**src/rtl/rhythm_pkg.sv**
```systemverilog
// Shared types and constants for the rhythm game judge controller.
package rhythm_pkg;

    localparam int unsigned SONG_W   = 2;
    localparam int unsigned OFFSET_W = 3;
    localparam int unsigned COMBO_W  = 8;
    localparam int unsigned SCORE_W  = 16;

    typedef enum logic [1:0] {
        ST_SELECT    = 2'd0,
        ST_COUNTDOWN = 2'd1,
        ST_PLAY      = 2'd2,
        ST_RESULT    = 2'd3
    } state_t;

    typedef enum logic [1:0] {
        EVT_NONE  = 2'd0,
        EVT_GREAT = 2'd1,
        EVT_GOOD  = 2'd2,
        EVT_MISS  = 2'd3
    } judge_evt_t;

    localparam logic [SCORE_W-1:0]  PTS_GREAT      = SCORE_W'(2);
    localparam logic [SCORE_W-1:0]  PTS_GOOD       = SCORE_W'(1);
    localparam logic [SCORE_W-1:0]  PTS_BONUS      = SCORE_W'(1);
    localparam logic [COMBO_W-1:0]  COMBO_BONUS_TH = COMBO_W'(10);
    localparam logic [COMBO_W-1:0]  COMBO_MAX      = '1;
    localparam logic [OFFSET_W-1:0] OFFSET_LAST    = OFFSET_W'(6);

    // Saturating score addition.
    function automatic logic [SCORE_W-1:0] sat_add_score(
        input logic [SCORE_W-1:0] a,
        input logic [SCORE_W-1:0] b
    );
        logic [SCORE_W:0] sum;
        sum = {1'b0, a} + {1'b0, b};
        return sum[SCORE_W] ? '1 : sum[SCORE_W-1:0];
    endfunction

endpackage

```
**src/rtl/button_sync_edge.sv**
```systemverilog
// Two-flop synchronizer for a raw button followed by a registered rising-edge pulse.
module button_sync_edge (
    input  logic clk,
    input  logic rst,
    input  logic btn,
    output logic ev
);

    logic sync1;
    logic sync2;
    logic sync2_d;

    // Synchronize the raw input and emit one pulse per rising edge.
    always_ff @(posedge clk or posedge rst) begin
        if (rst) begin
            sync1   <= 1'b0;
            sync2   <= 1'b0;
            sync2_d <= 1'b0;
            ev      <= 1'b0;
        end else begin
            sync1   <= btn;
            sync2   <= sync1;
            sync2_d <= sync2;
            ev      <= sync2 & ~sync2_d;
        end
    end

endmodule

```
**src/rtl/rhythm_judge_ctrl.sv**
```systemverilog
// Rhythm game flow controller and drum judge.
// Optional feature macro: COUNTDOWN_EN (adds the 3-2-1 countdown state).
module rhythm_judge_ctrl
    import rhythm_pkg::*;
#(
    parameter int unsigned COUNT_CYCLES = 25_000_000,
    parameter int unsigned GREAT_LO     = 2,
    parameter int unsigned GREAT_HI     = 4
) (
    input  logic                clk,
    input  logic                rst,
    input  logic                red_button,
    input  logic                blue_button,
    input  logic                yellow_button,
    input  logic [SONG_W-1:0]   song_sw,
    input  logic                note_R_judge,
    input  logic                note_B_judge,
    input  logic [OFFSET_W-1:0] offset,
    input  logic                finish,
    output logic [SONG_W-1:0]   song,
    output logic                delete,
    output logic [1:0]          judge_evt,
    output logic [COMBO_W-1:0]  combo,
    output logic [COMBO_W-1:0]  max_combo,
    output logic [SCORE_W-1:0]  score,
    output logic [1:0]          countdown,
    output logic [1:0]          state
);

    localparam logic [OFFSET_W-1:0] GREAT_LO_V = OFFSET_W'(GREAT_LO);
    localparam logic [OFFSET_W-1:0] GREAT_HI_V = OFFSET_W'(GREAT_HI);

    logic r_ev;
    logic b_ev;
    logic y_ev;

    button_sync_edge u_red (
        .clk (clk),
        .rst (rst),
        .btn (red_button),
        .ev  (r_ev)
    );

    button_sync_edge u_blue (
        .clk (clk),
        .rst (rst),
        .btn (blue_button),
        .ev  (b_ev)
    );

    button_sync_edge u_yellow (
        .clk (clk),
        .rst (rst),
        .btn (yellow_button),
        .ev  (y_ev)
    );

    logic                nr_q;
    logic                nb_q;
    logic [OFFSET_W-1:0] off_q;
    logic                finish_q;

    // One-cycle registered view of the shifter's judge column and finish level.
    always_ff @(posedge clk or posedge rst) begin
        if (rst) begin
            nr_q     <= 1'b0;
            nb_q     <= 1'b0;
            off_q    <= '0;
            finish_q <= 1'b0;
        end else begin
            nr_q     <= note_R_judge;
            nb_q     <= note_B_judge;
            off_q    <= offset;
            finish_q <= finish;
        end
    end

    state_t              state_q;
    judge_evt_t          judge_evt_q;
    logic [SONG_W-1:0]   song_q;
    logic                hit_lock;

    logic                shift_c;
    logic                nr_eff_c;
    logic                nb_eff_c;
    logic                hit_c;
    logic                miss_c;
    logic                great_c;
    logic                finish_rise_c;
    logic [SCORE_W-1:0]  pts_c;
    logic [COMBO_W-1:0]  combo_inc_c;

    // Judge decision for the current cycle; a note already hit stays locked until it leaves.
    always_comb begin
        shift_c       = (off_q == OFFSET_LAST) && (offset == '0);
        nr_eff_c      = nr_q & ~hit_lock;
        nb_eff_c      = nb_q & ~hit_lock;
        hit_c         = (r_ev & nr_eff_c) | (b_ev & nb_eff_c);
        miss_c        = (~hit_c & ((r_ev & nb_eff_c) | (b_ev & nr_eff_c)))
                      | (shift_c & (nr_eff_c | nb_eff_c) & ~hit_c);
        great_c       = (off_q >= GREAT_LO_V) && (off_q <= GREAT_HI_V);
        finish_rise_c = finish & ~finish_q;
        pts_c         = great_c ? PTS_GREAT : PTS_GOOD;
        if (combo >= COMBO_BONUS_TH) begin
            pts_c = pts_c + PTS_BONUS;
        end
        combo_inc_c   = (combo == COMBO_MAX) ? combo : combo + COMBO_W'(1);
    end

`ifdef COUNTDOWN_EN
    localparam int unsigned BEAT_W = (COUNT_CYCLES > 1) ? $clog2(COUNT_CYCLES) : 1;
    localparam logic [BEAT_W-1:0] BEAT_LAST = BEAT_W'(COUNT_CYCLES - 1);

    logic [BEAT_W-1:0] beat_cnt;
    logic [1:0]        countdown_q;
`else
    logic unused_count_cycles;
    assign unused_count_cycles = ^(32'(COUNT_CYCLES));
`endif

    // Game flow FSM with scoring; all outputs registered here.
    always_ff @(posedge clk or posedge rst) begin
        if (rst) begin
            state_q     <= ST_SELECT;
            judge_evt_q <= EVT_NONE;
            song_q      <= '0;
            song        <= '0;
            delete      <= 1'b0;
            combo       <= '0;
            max_combo   <= '0;
            score       <= '0;
            hit_lock    <= 1'b0;
`ifdef COUNTDOWN_EN
            beat_cnt    <= '0;
            countdown_q <= 2'd0;
`endif
        end else begin
            delete      <= 1'b0;
            judge_evt_q <= EVT_NONE;
            case (state_q)
                ST_SELECT: begin
                    if (y_ev && (song_sw != '0)) begin
                        song_q    <= song_sw;
                        combo     <= '0;
                        max_combo <= '0;
                        score     <= '0;
                        hit_lock  <= 1'b0;
`ifdef COUNTDOWN_EN
                        state_q     <= ST_COUNTDOWN;
                        countdown_q <= 2'd3;
                        beat_cnt    <= '0;
`else
                        state_q   <= ST_PLAY;
                        song      <= song_sw;
`endif
                    end
                end
`ifdef COUNTDOWN_EN
                ST_COUNTDOWN: begin
                    if (beat_cnt == BEAT_LAST) begin
                        beat_cnt <= '0;
                        if (countdown_q == 2'd1) begin
                            countdown_q <= 2'd0;
                            state_q     <= ST_PLAY;
                            song        <= song_q;
                        end else begin
                            countdown_q <= countdown_q - 2'd1;
                        end
                    end else begin
                        beat_cnt <= beat_cnt + BEAT_W'(1);
                    end
                end
`endif
                ST_PLAY: begin
                    if (finish_rise_c) begin
                        state_q <= ST_RESULT;
                    end
                    if (hit_c) begin
                        judge_evt_q <= great_c ? EVT_GREAT : EVT_GOOD;
                        delete      <= ~shift_c;
                        combo       <= combo_inc_c;
                        score       <= sat_add_score(score, pts_c);
                        if (combo_inc_c > max_combo) begin
                            max_combo <= combo_inc_c;
                        end
                    end else if (miss_c) begin
                        judge_evt_q <= EVT_MISS;
                        combo       <= '0;
                    end
                    if (hit_c && !shift_c) begin
                        hit_lock <= 1'b1;
                    end else if (shift_c || (!nr_q && !nb_q)) begin
                        hit_lock <= 1'b0;
                    end
                end
                ST_RESULT: begin
                    if (y_ev) begin
                        state_q  <= ST_SELECT;
                        song     <= '0;
                        hit_lock <= 1'b0;
                    end
                end
                default: begin
                    state_q <= ST_SELECT;
                    song    <= '0;
                end
            endcase
        end
    end

`ifdef COUNTDOWN_EN
    assign countdown = countdown_q;
`else
    assign countdown = 2'd0;
`endif
    assign state     = state_q;
    assign judge_evt = judge_evt_q;

endmodule

```
**config.mk**
```make
export PLATFORM = sky130hd
export DESIGN_NAME = rhythm_judge_ctrl
export DESIGN_NICKNAME = d
export VERILOG_FILES = /design/src/rtl/rhythm_pkg.sv /design/src/rtl/button_sync_edge.sv /design/src/rtl/rhythm_judge_ctrl.sv
export SDC_FILE = /design/constraint.sdc
export NUM_CORES = 1
export LEC_CHECK = 0
export BUFFER_PORTS_ARGS = -buffer_cell sky130_fd_sc_hd__buf_2
export CORE_UTILIZATION = 50
export CTS_CLUSTER_DIAMETER = 120
export DETAILED_ROUTE_END_ITERATION = 10
export PLACE_DENSITY = 0.83
export SKIP_LAST_GASP = 1
export SLEW_MARGIN = 20
export SYNTH_ARGS = -nofsm -noshare
export SYNTH_HDL_FRONTEND = slang
export SYNTH_HIERARCHICAL = 1
export SYNTH_SLANG_ARGS = --single-unit
```
**constraint.sdc**
```tcl
create_clock -name clk -period 7.9 [get_ports clk]
set_input_delay 0.395 -clock clk [delete_from_list [all_inputs] [get_ports clk]]
set_output_delay 0.395 -clock clk [all_outputs]
set_load 0.01 [all_outputs]
```
==> run metrics, run 1 <==
fin crit share=46.5%; static leakage=1.77 nW; Die H=80.4 um; EDFF count, synth=0; Slew @ Worst Pin=1.07 ns; Slew Limit Fails=0; clock slew at reported path FFs=0.07 ns; die area=6460 um^2; Worst Clk Skew=0.00404 ns; Die W=80.4 um; cells on worst reg2reg path=13; Synth cell types=56; r2r setup slk=4.23 ns; final hold slack=0.165 ns; Min-Delay Path Class=in2reg; status=complete, no violations; Clock Sinks=58; H-tree depth=3; ANT cells=0; synthesis-to-finish area growth=17.5%; Flop pwr share=35.6%; number of port buffers=51; TritonCTS buffer count=9; critical path, cell by cell=inv_1, ha_1, or3_1, a21oi_1, ha_1, inv_1, ha_1, fa_1, nand3_1, nor4_2, nor2b_1, o21ai_0, a22oi_1; Starting Density=51.9%; most frequent cells in the layout=dfrtp_1 (58), buf_2 (51), nand2_1 (26); Seq cells post-synth=58; relative slew slack=26.7%; cts hold-fix bufs=1; ys async rst share=100%; synthesized area per cell=9.85 um^2; Antenna Violating Nets Remaining=0; first-pass GRT wire length=12.0 mm; CTS tree=yes; worst hold stages=1; Main synth FF type=dfrtp_1; Sw Ratio=39.7%; largest net degree at the start of global routing=47; Setup CP Type=reg2reg; P_sw=0.000439 W; Clk pwr share=25.0%; fillers=492; largest stage delay on the critical path=0.61 ns; Yosys warning count=6; Crit. End Element=register; vias in the first global route=2637; final-report setup violation count=0; Core Rows=28; sequential cell area fraction in the yosys report=47.3%; Int Power=0.000668 W; setup TNS=0 ns; clk buf depth=2; Core Region=5920 um^2; DRC viols=0; type of origin of the critical path=register; Crit path required time=8.15 ns; Cells after Synth=312; Peak VDD IR=0.144 mV; Wirelength per Cell=15.9 um; GRT Resource Usage Total=24.6%; reg2reg end=score[5]$_DFFE_PP0P_; Ports=54; commonest non-fill, non-tap cell in the layout=dfrtp_1; worst hold path endpoint=u_blue/sync1$_DFF_PP0_; Root Buffer=clkbuf_8; Synth Cell Area=3070 um^2; combinational share of power=39.4%; CP Max Fanout=10; layout cells sized above 1=23.9%; Post-DP HPWL=5.13 mm; Hold Startpoint=blue_button; Max Freq=272 MHz; initial antenna violation count=0; grt ovf=0; pwr dens=307 nW/um^2; Final GP Congestion=0.926; R2R Path Start=combo[0]$_DFFE_PP0P_; final WL=7.10 mm; maxcap violations=0; routed vias/inst=5.94; slowest stage cell on the critical path=nor2b_1; clk_lat worst skew=0.33 ns; most frequent CP cell=ha_1; Final Hold Violating Endpoints=0; WP data arrival=3.93 ns; RSZ-0062 raised after global routing=false; fin nets=397; CTS-repair resized insts=0; postcts setup bufs=0; vias after detailed routing=2653; DR pass1 iterations=4; Initial DRC Count=121; Period minus WS final=3.67 ns
==> power groups by stage <==
stage / clock network [W] / registers (W) / logic (W)
floorplan: 0 / 0.000409 / 0.000285
global placement: 0 / 0.000395 / 0.000410
detailed placement: 0 / 0.000399 / 0.000426
CTS: 0.000281 / 0.000393 / 0.000429
global route: 0.000296 / 0.000400 / 0.000491
finish: 0.000277 / 0.000394 / 0.000437
==> critical path: cells and delay by family, from the launching register on <==
family	cells	cell delay, ns
flops	1	0.39
compound gates	3	0.60
fa+ha+maj	4	0.87
simple gates	4	1.59
buf+inv	2	0.16
==> registers in the layout, summed over array words and instances, names as in the netlist, 2 cells and up <==
name / flops
combo: 8
judge_evt: 2
max_combo: 8
off_q: 3
score: 16
song: 2
state: 2
==> per-stage QoR <==
step	setup WS [ns]	util (%)	instance area (um^2)	instances	total power (W)
4_1_cts	4.30	60.8	3600	447	0.00110
2_1_floorplan	4.84	-	3080	313	0.000695
3_5_place_dp	4.32	57.2	3390	430	0.000825
5_1_grt	3.92	61.0	3610	447	0.00119
6_report	4.23	61.0	3610	447	0.00111
3_3_place_gp	4.44	57.2	3390	430	0.000805
==> per-layer routing <==
| metal | global-route usage, % | wire length [um] | part of all wire (%) |
|---|---|---|---|
| met1 | 29.3 | 3080 | 43 |
| met2 | 40.6 | 3490 | 49 |
| met3 | 7.50 | 413 | 5.8 |
| met4 | 10.7 | 124 | 1.7 |
| met5 | 0 | 0 | 0 |
==> synth_stat cells (2+ instances only) <==
cell type  instances  area, um^2
nor2b_4            3        41.3
ha_1              16         200
buf_4              2        15.0
nand2b_1           5        31.3
nor2_1            19        71.3
nand3_1            9        45.0
a22o_2             4        40.0
or4_1              3        22.5
inv_1             25        93.8
and3_1             4        25.0
nand2_1           26        97.6
o31a_1             2        17.5
a22o_1             5        43.8
a31o_2             3        26.3
nor2b_1            4        25.0
a31oi_1            6        37.5
nand4_1            4        25.0
a21o_2             3        26.3
clkbuf_1           7        26.3
a21oi_1           23         115
o21a_1             2        15.0
mux2_2             2        22.5
dfrtp_1           58        1450
nor3_1             7        35.0
o21ai_0           20         100
a21o_1             4        30.0
and2_1             4        25.0
a32oi_1            6        52.6
o31ai_1            7        52.6
mux2i_1            2        20.0
and4_1             2        17.5
==> logic make-up (layout without fill, tap and decap cells) <==
logic type                 Yosys count  in the layout  share of synthesized area [%]
AOI/OAI and AO/OA                  100            100                           22.5
and+or+nand+nor                     96             96                           16.7
DFF                                 58             58                           47.3
buffers and inverters               35             94                           4.56
adders and majority gates           17             17                           7.17
muxes                                4              4                           1.38
other                                1              2                          0.122
xor gates and xnor gates             1              1                          0.285
==> how the worst max path moves through the flow <==
| stage | from | end | slack [ns] | depth (start not counted) |
|---|---|---|---|---|
| finish | combo[0]$_DFFE_PP0P_ | score[5]$_DFFE_PP0P_ | 4.23 | 13 |
| detailed placement | combo[0]$_DFFE_PP0P_ | score[5]$_DFFE_PP0P_ | 4.32 | 13 |
| global placement | combo[6]$_DFFE_PP0P_ | score[5]$_DFFE_PP0P_ | 4.44 | 11 |
| floorplan | combo[0]$_DFFE_PP0P_ | score[5]$_DFFE_PP0P_ | 4.84 | 14 |
| global route | combo[0]$_DFFE_PP0P_ | score[3]$_DFFE_PP0P_ | 3.92 | 13 |
| CTS | combo[0]$_DFFE_PP0P_ | score[5]$_DFFE_PP0P_ | 4.30 | 13 |
==> layout make-up <==
cell class	count	area [um^2]	share of cell area, %
Multi-Input combinational cell	220	1490	41.4
Sequential cell	58	1450	40.2
Timing Repair Buffer	53	273	7.56
Clock buffer	10	138	3.81
Inverter	25	93.8	2.60
Tap cell	75	93.8	2.60
Clock inverter	6	66.3	1.84
No activity file was read; power rests on OpenSTA's default activity.
==> run 2, diff against run 1 <==
- PLACE_DENSITY: 0.83 -> 0.85
- clock period: 7.9 -> 3 ns (I/O delays scaled with it)
==> run metrics, run 2 (same netlist as run 1, synthesis figures left out) <==
status=complete, no violations; Worst Setup SP=combo[0]$_DFFE_PP0P_; Die H=80.4 um (unchanged); clock slew at reported path FFs=0.07 ns (about the same); fin crit share=99.8% (+53 points); Peak VDD IR=0.446 mV (+210%); number of port buffers=51 (unchanged); GRT Resource Usage Total=27.2% (+2.7 points); fin worst setup slack=0.00502 ns (-4.22 ns); Post-DP HPWL=5.42 mm (+5.5%); ANT cells=0 (unchanged); R2R Path Start=combo[0]$_DFFE_PP0P_; static leakage=2.01 nW (+13%); registers with the most flip-flops=score (16), combo (8), max_combo (8); die area=6460 um^2 (unchanged); vias after detailed routing=2889 (+8.9%); Period minus WS final=2.99 ns (-0.679 ns); Sw Ratio=38.7% (-1.0 points); WP data arrival=3.20 ns (-0.73 ns); fin nets=436 (+9.8%); TritonCTS buffer count=9 (unchanged); cells on worst reg2reg path=11 (-2); Core Region=5920 um^2 (unchanged); DP Worst Slack=-0.172 ns (-4.49 ns); Setup CP Type=reg2reg; Slew @ Worst Pin=1.14 ns (+0.0736 ns); Int Power=0.00202 W (+200%); Antenna Violating Nets Remaining=0 (unchanged); Root Buffer=clkbuf_8; Clock Sinks=58 (unchanged); maxcap violations=0 (unchanged); most frequent cells in the layout=dfrtp_1 (58), buf_2 (51), buf_4 (30); Wirelength per Cell=17.1 um (+7.7%); r2r setup slk=0.005 ns (-4.22 ns); Clk pwr share=24.5% (-0.5 points); Starting Density=51.9% (unchanged); Min-Delay Path Class=in2reg; Crit path required time=3.21 ns (-4.94 ns); Core Rows=28 (unchanged); initial antenna violation count=0 (unchanged); commonest non-fill, non-tap cell in the layout=dfrtp_1; H-tree depth=3 (unchanged); Final Hold Violating Endpoints=0 (unchanged); combinational share of power=43.9% (+4.5 points); Biggest register=score; final WL=8.32 mm (+17%); clk buf depth=2 (unchanged); Die W=80.4 um (unchanged); fin util=68.5% (+7.5 points); Ports=54 (unchanged); synthesis-to-finish area growth=32.0%; largest net degree at the start of global routing=34 (-28%); first-pass GRT wire length=13.2 mm (+9.7%); clk_lat worst skew=0.35 ns (+0.02 ns); final-report setup violation count=0 (unchanged); CP Max Fanout=7 (-3); vias in the first global route=2811 (+6.6%); Slew Limit Fails=0 (unchanged); DR pass1 iterations=5 (+1); layout cells sized above 1=33.3% (+9.4 points); type of origin of the critical path=register; DRC viols=0 (unchanged); relative slew slack=21.7% (-5.0 points); Final GP Congestion=0.940 (+1.5%); pwr dens=812 nW/um^2 (+160%); grt ovf=0 (unchanged); Worst Clk Skew=0.00636 ns (+0.00232 ns); Initial DRC Count=233 (+93%); routed vias/inst=5.94 (+0.16%); Flop pwr share=31.6% (-4.0 points); Crit. End Element=register; critical path endpoint=max_combo[1]$_DFFE_PP0P_; Max Freq=334 MHz (+23%); P_sw=0.00127 W (+190%); RSZ-0062 raised after global routing=true; CTS tree=yes; max FFs per register=16 (unchanged); reg2reg end=max_combo[1]$_DFFE_PP0P_
-- run 2: cell count changes in the layout (fill, tap and decap cells not counted), sizes merged --
cell,before,now
buf,52,82
dlygate4sd3,1,10
clkinvlp,3,1
bufinv,1,2
clkbuf,10,11
-- run 2: how the worst min path moves through the flow --
stage / start / end / slack [ns] / cells after the start
after CTS: song_sw[0] / song[0]$_DFFE_PP0P_ / 0.04 / 2
final: song_sw[0] / song[0]$_DFFE_PP0P_ / 0.05 / 2
after detailed placement: rst / u_red/ev$_DFF_PP0_ / 0.07 / 2
after global placement: rst / u_red/ev$_DFF_PP0_ / 0.06 / 2
after global routing: song_sw[0] / song[0]$_DFFE_PP0P_ / 0.07 / 2
after floorplan: rst / u_blue/ev$_DFF_PP0_ / -0.08 / 1
-- run 2: metrics by stage --
step / std cells / TNS, ns / power, W / hold slack (ns) / area, um^2
after global placement: 451 / 0 / 0.00222 / 0.0632 / 3560
final: 486 / 0 / 0.00329 / 0.0515 / 4050
after global routing: 486 / -1.30 / 0.00349 / 0.0702 / 4050
after detailed placement: 451 / -0.830 / 0.00228 / 0.0698 / 3560
after CTS: 480 / 0 / 0.00314 / 0.0424 / 3930
after floorplan: 313 / 0 / 0.00183 / -0.0839 / 3100
-- run 2: final cells by class --
type                            count  area, um^2
Multi-Input combinational cell    220        1600
Tap cell                           75        93.8
Inverter                           25        93.8
Fill cell                         450        1870
Clock inverter                      5        77.6
Timing Repair Buffer               92         592
Sequential cell                    58        1450
Clock buffer                       11         141
-- run 2: critical path, stage by stage, from the launching register on --
cell and delay (ns):
dfrtp_1 0.36, buf_4 0.12, ha_2 0.21, nand4_1 0.20, nor2_2 0.25, mux2i_2 0.28, ha_1 0.27, and3_1 0.16
a221o_1 0.36, a21o_4 0.27, a32oi_2 0.24, o31ai_2 0.13
-- run 2: what timing repair did --
item | CTS | global route
hold buffers | 10 | 0
setup endpoints to repair | 11 | 18
buffers inserted | 3 | 6
resized for setup | 5 | 19
endpoints found under the hold margin | 34 | 0
pin swaps | 2 | 11
-- run 2: per-layer routing --
metal / vias to the layer above / global-route usage (%) / wire, um
li1: 1335 / - / -
met1: 1398 / 31.4 / 3390
met2: 124 / 46.9 / 4220
met3: 32 / 5.23 / 432
met4: 0 / 15.7 / 277
met5: - / 0 / 0
-- run 2: power groups by stage --
stage                     Combinational [W]  Clock (W)  Sequential (W)
final                               0.00145   0.000806         0.00104
after global routing                0.00159   0.000843         0.00106
after CTS                           0.00130   0.000809         0.00103
after detailed placement            0.00124          0         0.00104
after global placement              0.00119          0         0.00103
after floorplan                    0.000753          0         0.00108
==> run 3, diff against run 2 <==
- BUFFER_PORTS_ARGS: -buffer_cell sky130_fd_sc_hd__buf_2 -> -buffer_cell sky130_fd_sc_hd__buf_4
- SETUP_SLACK_MARGIN: not set -> 0.3
==> run metrics, run 3 (same netlist as run 1, synthesis figures left out) <==
ANT cells=0 (unchanged); max FFs per register=16 (unchanged); CP top delay family=simple AND/OR/NAND/NOR gates; Core Region=5920 um^2 (unchanged); largest stage delay on the critical path=0.57 ns (+0.21 ns); largest net degree at the start of global routing=27 (-21%); cells on worst reg2reg path=10 (-1); grt ovf=0 (unchanged); met2 usage=49.2% (+2.4 points); most frequent cells in the layout=buf_4 (87), dfrtp_1 (55), nand2_1 (25); RSZ-0062 raised after global routing=true; static leakage=2.08 nW (+3.4%); final hold slack=0.0438 ns (-0.00770 ns); Final Hold Violating Endpoints=0 (unchanged); layout cells sized above 1=40.2% (+6.9 points); Slew @ Worst Pin=1.14 ns (-0.00296 ns); fin crit share=97.9% (-1.9 points); Die W=80.4 um (unchanged); WP data arrival=3.22 ns (+0.02 ns); clock slew at reported path FFs=0.07 ns (about the same); Crit path depth=10 (-1); Slew Limit Fails=0 (unchanged); Core Rows=28 (unchanged); relative slew slack=21.9% (+0.20 points); Top Usage Layer GRT=met2; type of origin of the critical path=register; maxcap violations=0 (unchanged); Worst Clk Skew=0.00756 ns (+0.00120 ns); Biggest register=score; CP Max Fanout=5 (-2); fin util=74.2% (+5.7 points); Die H=80.4 um (unchanged); number of port buffers=51 (unchanged); final WL=8.74 mm (+5.1%); GRT Resource Usage Total=28.6% (+1.4 points); Antenna Violating Nets Remaining=0 (unchanged); Max Freq=340 MHz (+1.9%); Peak VDD IR=0.504 mV (+13%); met1 Use GR=32.9% (+1.6 points); vias in the first global route=2855 (+1.6%); Root Buffer=clkbuf_8; Period minus WS final=2.94 ns (-0.0565 ns); total power=0.00356 W (+8.3%); clk buf depth=2 (unchanged); Setup CP Type=reg2reg; worst hold stages=2 (unchanged); Crit. End Element=register; die area=6460 um^2 (unchanged); final-report setup violation count=0 (unchanged); H-tree depth=3 (unchanged); fin nets=443 (+1.6%); Initial DRC Count=184 (-21%); DR pass1 iterations=5 (unchanged); Min-Delay Path Class=in2reg; first-pass GRT wire length=13.6 mm (+3.4%); Post-DP HPWL=5.50 mm (+1.6%); commonest non-fill, non-tap cell in the layout=buf_4; Starting Density=51.9% (unchanged); critical path, cell by cell=or4_4, a21oi_4, ha_4, inv_2, ha_4, fa_2, nand3_4, or4_4, o21ai_0, a22o_1; registers with the most flip-flops=score (16), combo (8), max_combo (8); Final GP Congestion=0.890 (-5.2%); vias after detailed routing=2960 (+2.5%); clk_lat worst skew=0.35 ns (about the same); Crit path required time=3.28 ns (+0.07 ns); slowest stage cell on the critical path=or4_4; synthesis-to-finish area growth=43.0%; Clock Sinks=58 (unchanged); status=complete, no violations; CP Buf/Inv Count=1 (unchanged); pwr dens=811 nW/um^2 (about the same); DRC viols=0 (unchanged); Ports=54 (unchanged); met3 Usage GRT=6.82% (+1.6 points); CTS tree=yes; routed vias/inst=6.00 (+1.0%); initial antenna violation count=0 (unchanged); TritonCTS buffer count=9 (unchanged); Wirelength per Cell=17.7 um (+3.6%)
run 3: cell count changes in the layout (fill, tap and decap cells not counted), sizes merged:
cell,change
buf,+7
run 3: cell type report:
| cell class | instances | area (um^2) |
|---|---|---|
| Clock buffer | 11 | 141 |
| Clock inverter | 5 | 77.6 |
| Fill cell | 383 | 1530 |
| Inverter | 25 | 93.8 |
| Multi-Input combinational cell | 220 | 1760 |
| Sequential cell | 58 | 1460 |
| Tap cell | 75 | 93.8 |
| Timing Repair Buffer | 99 | 776 |
run 3: worst reg2reg max path, delay by kind of cell, from the launching register on:
family | cells | cell delay (ns)
AO/OA/AOI/OAI | 3 | 0.63
adder cells (fa/ha/maj) | 3 | 0.58
buffers and inverters | 1 | 0.06
flip-flops | 1 | 0.40
AND/OR/NAND/NOR | 3 | 1.22
run 3: path summary, 6_finish.rpt:
path / startpoint / endpoint / slack (ns)
max: combo[5]$_DFFE_PP0P_ / score[10]$_DFFE_PP0P_ / 0.06
max in group asynchronous: rst / combo[1]$_DFFE_PP0P_ / 1.80
max reg2reg: combo[5]$_DFFE_PP0P_ / score[10]$_DFFE_PP0P_ / 0.06
min in group asynchronous: rst / u_red/ev$_DFF_PP0_ / 0.27
min: song_sw[0] / song[0]$_DFFE_PP0P_ / 0.04
min reg2reg: u_yellow/sync1$_DFF_PP0_ / u_yellow/sync2$_DFF_PP0_ / 0.35
run 3: what timing repair did:
| item | CTS | global route |
|---|---|---|
| pin swaps | 15 | 15 |
| endpoints found under the hold margin | 41 | 0 |
| gates resized for setup | 35 | 18 |
| setup endpoints to repair | 21 | 24 |
| hold buffers | 10 | 0 |
| buffers inserted | 15 | 4 |
run 3: metrics by stage:
step | worst slack [ns] | area [um^2] | TNS (ns) | instances
4_1_cts | 0.120 | 4280 | 0 | 489
5_1_grt | -0.0169 | 4390 | -0.0587 | 493
2_1_floorplan | 0.156 | 3120 | 0 | 313
3_5_place_dp | 0.0446 | 3700 | 0 | 448
3_3_place_gp | 0.120 | 3700 | 0 | 448
6_report | 0.0615 | 4390 | 0 | 493
run 3: routing by layer:
| metal | wire length, um | part of all wire (%) |
|---|---|---|
| met4 | 265 | 3.0 |
| met2 | 4520 | 52 |
| met3 | 527 | 6.0 |
| met1 | 3430 | 39 |
| met5 | 0 | 0 |
run 3: power breakdown:
part           switching, W  internal (W)
combinational      0.000905      0.000786
clock              0.000330      0.000487
sequential         0.000141      0.000915
